## config.mk

```make
export PLATFORM = sky130hd
export DESIGN_NAME = off_core_access_arbiter
export DESIGN_NICKNAME = d
export VERILOG_FILES = /design/src/rtl/off_core_access_arbiter.sv
export SDC_FILE = /design/constraint.sdc
export NUM_CORES = 1
export LEC_CHECK = 0
export CORE_AREA = 3 3 329 331
export DETAILED_ROUTE_END_ITERATION = 8
export DIE_AREA = 0 0 332 334
export PLACE_DENSITY_LB_ADDON = 0.05
export SLEW_MARGIN = 10
export SYNTH_ARGS = -nofsm -noshare
export SYNTH_HDL_FRONTEND = slang
export SYNTH_SLANG_ARGS = --single-unit
export TNS_END_PERCENT = 30
```

## constraint.sdc

```tcl
create_clock -name clk_in -period 1.6 [get_ports clk_in]
set_clock_uncertainty 0.05 [all_clocks]
set_input_delay 0.32 -clock clk_in [delete_from_list [all_inputs] [get_ports clk_in]]
set_output_delay 0.32 -clock clk_in [all_outputs]
set_load 0.01 [all_outputs]
```

## src/rtl/off_core_access_arbiter.sv

```systemverilog
// Round-robin arbiter putting instruction and data miss requests onto one off-core port.
// One request is in flight at a time; a sticky watchdog flags a memory port that never answers.
module off_core_access_arbiter #(
  parameter int unsigned ADDR_WIDTH     = 64,
  parameter int unsigned DATA_WIDTH     = 128,
  parameter int unsigned TIMEOUT_CYCLES = 1024
) (
  input  logic                  clk_in,
  input  logic                  reset_in,
  input  logic [ADDR_WIDTH-1:0] inst_addr_in,
  input  logic                  inst_addr_valid_in,
  output logic [DATA_WIDTH-1:0] inst_payload_out,
  output logic                  inst_ready_out,
  input  logic [ADDR_WIDTH-1:0] data_addr_in,
  input  logic                  data_addr_valid_in,
  input  logic                  data_is_write_in,
  input  logic [DATA_WIDTH-1:0] data_write_payload_in,
  output logic [DATA_WIDTH-1:0] data_payload_out,
  output logic                  data_ready_out,
  output logic [ADDR_WIDTH-1:0] off_core_addr_out,
  output logic                  off_core_addr_valid_out,
  output logic                  off_core_is_write_out,
  output logic [DATA_WIDTH-1:0] off_core_write_payload_out,
  input  logic [DATA_WIDTH-1:0] off_core_payload_in,
  input  logic                  off_core_ready_in,
  output logic                  timeout_error_out
);

  localparam int unsigned CntW = $clog2(TIMEOUT_CYCLES + 1);

  typedef enum logic [1:0] {StIdle, StWait, StResp} state_e;

  state_e                state_q, state_d;
  // grant_data_q doubles as the round-robin history: it is the last grant made.
  logic                  grant_data_q;
  logic [ADDR_WIDTH-1:0] addr_q;
  logic                  is_write_q;
  logic [DATA_WIDTH-1:0] wpay_q;
  logic [DATA_WIDTH-1:0] inst_pay_q;
  logic [DATA_WIDTH-1:0] data_pay_q;
  logic [CntW-1:0]       wdog_q;
  logic                  timeout_q;

  logic start;
  logic pick_data;

  assign start     = (state_q == StIdle) && (inst_addr_valid_in || data_addr_valid_in);
  assign pick_data = data_addr_valid_in && (!inst_addr_valid_in || !grant_data_q);

  always_ff @(posedge clk_in) begin
    if (reset_in) begin
      state_q <= StIdle;
    end else begin
      state_q <= state_d;
    end
  end

  always_comb begin
    state_d = state_q;
    case (state_q)
      StIdle:  if (start) state_d = StWait;
      StWait:  if (off_core_ready_in) state_d = StResp;
      StResp:  state_d = StIdle;
      default: state_d = StIdle;
    endcase
  end

  always_ff @(posedge clk_in) begin
    if (reset_in) begin
      grant_data_q <= 1'b1;
      addr_q       <= '0;
      is_write_q   <= 1'b0;
      wpay_q       <= '0;
      inst_pay_q   <= '0;
      data_pay_q   <= '0;
      wdog_q       <= '0;
      timeout_q    <= 1'b0;
    end else begin
      if (start) begin
        grant_data_q <= pick_data;
        addr_q       <= pick_data ? data_addr_in : inst_addr_in;
        is_write_q   <= pick_data && data_is_write_in;
        wpay_q       <= pick_data ? data_write_payload_in : '0;
        wdog_q       <= '0;
      end
      if (state_q == StWait) begin
        if (wdog_q != CntW'(TIMEOUT_CYCLES)) begin
          wdog_q <= wdog_q + CntW'(1);
        end
        if (wdog_q == CntW'(TIMEOUT_CYCLES - 1)) begin
          timeout_q <= 1'b1;
        end
        if (off_core_ready_in) begin
          if (grant_data_q) begin
            data_pay_q <= off_core_payload_in;
          end else begin
            inst_pay_q <= off_core_payload_in;
          end
        end
      end
    end
  end

  always_comb begin
    off_core_addr_valid_out    = (state_q == StWait);
    inst_ready_out             = (state_q == StResp) && !grant_data_q;
    data_ready_out             = (state_q == StResp) && grant_data_q;
    off_core_addr_out          = addr_q;
    off_core_is_write_out      = is_write_q;
    off_core_write_payload_out = wpay_q;
    inst_payload_out           = inst_pay_q;
    data_payload_out           = data_pay_q;
    timeout_error_out          = timeout_q;
  end

endmodule

```

==> impl_results.md <==
* Fin util at ~29%
* Root buffer cell: clkbuf_16
* Worst vdd ir at just over 800 uV
* Die area at around 110000 um2
* Antenna violations before repair at 22
* Std-Cell Rows at 119
* Die width at 332 um
* Setup TNS at -26590 ps
* CTS sink count at ~460
* DRC at 0
* Reg power frac at between 30% and 40%
* Top FF cell, synth: dfxtp_1
* Mapped cell area at approximately 17000 um2
* Synth area leaders: dfxtp_1 (56%), nand2_1 (12%), a21oi_1 (7.9%)
* Main combinational cell family by area after synthesis: simple AND/OR/NAND/NOR gates
* Cell count after synthesis at approximately 1900
* Die Y at between 300 and 400 um
* CTS Buf Count at 61
* Max Slew Vio Count at 0
* Layout area overhead at 83.3%
* Post-synth top cells: nand2_1 (520), dfxtp_1 (464), a21oi_1 (262)
* DR vias/cell at around 4.0
* Synthesized net count at 2309
* Routed wire per std cell at about 21 um
* Crit end category: primary output
* Grt ovf at 0
* Distinct cell type count after synthesis at 38
* Core area at between 100000 and 150000 um2
* Htree depth at 2
* Vias post-DR at approximately 17000
* Fin area at between 30000 and 40000 um2
* Adder and majority cell fraction of the synthesized area at less than 1%
* TritonCTS clock tree: built
* I/O pin total at 843
* CP required at around 1200 ps
* Worst-Skew Late Latency at between 600 and 700 ps
* Fmax at 0.557 GHz
* Starting density of the core at 15.7%
* Global-route wire length before repair at 123000 um
* Post-layout min period at 1790 ps
* Mux contribution to synthesized area at slightly below 4%
* Synth top area share at 56.2%
* Violated checks: negative setup slack
* DRT iter0 DRCs at about 670
* CP Launch Type: flip-flop
* Combinational group share of total power at about 18%
* Largest net degree at the start of global routing at between 100 and 150
* Final Cycle Share at 112%
* Vias in the first global route at 17200
* Asr flop ratio synth at 0%
* IO buf count at between 800 and 900
* Switching share of power at a little over a quarter
* Switching Power at 8.56 mW
* Post-synthesis xor/xnor area fraction at less than 1%
* Arr. time, crit path at 1420 ps
* #FFs+latches synth at 464
* Post-DP Area at about 27000 um2
* Total Wirelength at 92200 um
* Clk pwr share at a little over two fifths
* Final worst setup slack at -195 ps
* MaxCap Viol Count at 0
* Sequential share of the synthesized area at between 50 and 60%
* Post-synthesis compound-gate area fraction at 17.6%
* Unrepaired setup endpoints after global routing: yes
* Power Internal at about 23 mW
* Worst-case clock buffer depth at 3
* Fin. Hold Viols at 0
* WHS at around 190 ps
* Place WS at -739 ps
* Yosys warning count at 0
* Status: finished, violations left
* Leading area contributor after synthesis: dfxtp_1
* Crit path kind: reg2out
* Most frequent cell after synthesis: nand2_1
* GRT Util Overall at roughly 15%
* Final setup viols at 464
* Clk slew on worst S/H paths at roughly 60 ps
* Syn Area/Cell at approximately 8.6 um2
* Slew @ Worst Pin at around 640 ps
* Worst relative slew slack at between 50% and 60%
* Max Fanout on Critical Path at 3
* Layout cell share with drive strength beyond 1 at around a quarter
* Tightest Hold Check Type: in2reg
* Leak pwr at 12.4 nW
* DRT antenna net count at 0
* Simple-gate area share of the yosys netlist at between 10% and 20%
* Detailed Routing Iterations Pass 1 at 5
* Power per cell area at roughly 1000 nW/um2
* Net count, final at roughly 3200
* Dpl hpwl at about 65000 um
* Post-synth EDFFs at 0
* Gpl congestion at between 0.7 and 0.8
worst max-delay path: stages, from the launching register on:
cell,delay (ps)
dfxtp_2,330
buf_6,110
nor3b_2,170
buf_4,170
layout make-up:
cell class,instances,area [um2]
Multi-Input combinational cell,1291,7560
Inverter,3,16.3
Fill cell,11300,75100
Clock buffer,96,1850
Clock inverter,11,113
Antenna cell,6,15.0
Tap cell,1391,1740
Sequential cell,464,9320
Timing Repair Buffer,1029,9660
timing repair:
item / in CTS / in global routing
endpoints found under the hold margin: 2 / 0
buffers inserted: 2 / 52
hold buffers: 1 / 0
gates resized for setup: 1299 / 253
cloned: 0 / 27
setup endpoints to repair: 838 / 520
pin swaps: 6 / 70
final timing paths:
path / from / end / slack (ps) / cells after the start
setup reg to reg: grant_data_q / off_core_addr_out[49] / -180 / 7
setup / recovery: state_q[0] / inst_ready_out / -190 / 3
hold / removal: off_core_payload_in[88] / inst_payload_out[88] / 190 / 3
hold reg to reg: data_payload_out[16] / data_payload_out[16] / 400 / 2
power by group through the flow:
stage	registers, mW	clock network [mW]	logic (mW)
final	12.4	13.7	5.60
after global routing	12.5	14.7	6.01
after CTS	12.4	14.3	4.75
after detailed placement	12.6	0	5.08
after global placement	12.6	0	5.09
after floorplan	12.9	0	1.49
flip-flops by register name (all words and copies together), names as in the netlist:
| name | flops |
|---|---|
| off_core_addr_out | 64 |
| off_core_write_payload_out | 128 |
| grant_data_q | 1 |
| timeout_error_out | 1 |
| inst_payload_out | 128 |
| state_q | 2 |
| wdog_q | 11 |
| off_core_is_write_out | 1 |
| data_payload_out | 128 |
per-layer routing:
layer	vias up	GRT usage [%]	routed length, um	part of all wire (%)
met5	-	0	155	0.17
met4	20	3.56	1780	1.9
met3	119	6.32	8070	8.8
met2	601	26.3	46600	50
met1	8232	16.5	35600	39
li1	8365	-	-	-
logic make-up after synthesis:
logic type                 count (synthesis)
and+or+nand+nor                          750
AOI/OAI and AO/OA                        474
DFF                                      464
buffers and inverters                    162
muxes                                     64
adders and majority gates                  2
xor gates and xnor gates                   1
metrics by stage:
| step | cells | power [mW] |
|---|---|---|
| 2_1_floorplan | 1917 | 14.4 |
| 3_3_place_gp | 4109 | 17.7 |
| 3_5_place_dp | 4109 | 17.7 |
| 4_1_cts | 4219 | 31.4 |
| 5_1_grt | 4287 | 33.1 |
| 6_report | 4291 | 31.7 |
placed cells by master, fill, tap and decap left out, types with 3 or more instances in the layout:
cell and n:
a21oi_2 10, nand2_2 6, nand2_1 508, clkbuf_2 12, or2b_1 3, nor2_1 201, nand2_4 6, mux2i_1 26
clkbuf_16 81, inv_6 3, clkbuf_1 16, and3_1 3, dlygate4sd2_1 182, buf_16 3, clkdlybuf4s50_1 388, dfxtp_4 3
buf_4 103, mux2i_2 10, buf_12 58, dfxtp_1 442, a211oi_2 24, a21oi_1 252, buf_6 30, mux2i_4 28
a22oi_2 53, diode_2 6, a31oi_1 6, clkbuf_8 19, clkinv_2 7, a211oi_1 40, a22oi_1 76, dfxtp_2 19
buf_8 10, buf_2 222
Note: power is estimated with default switching activity, not from simulation.
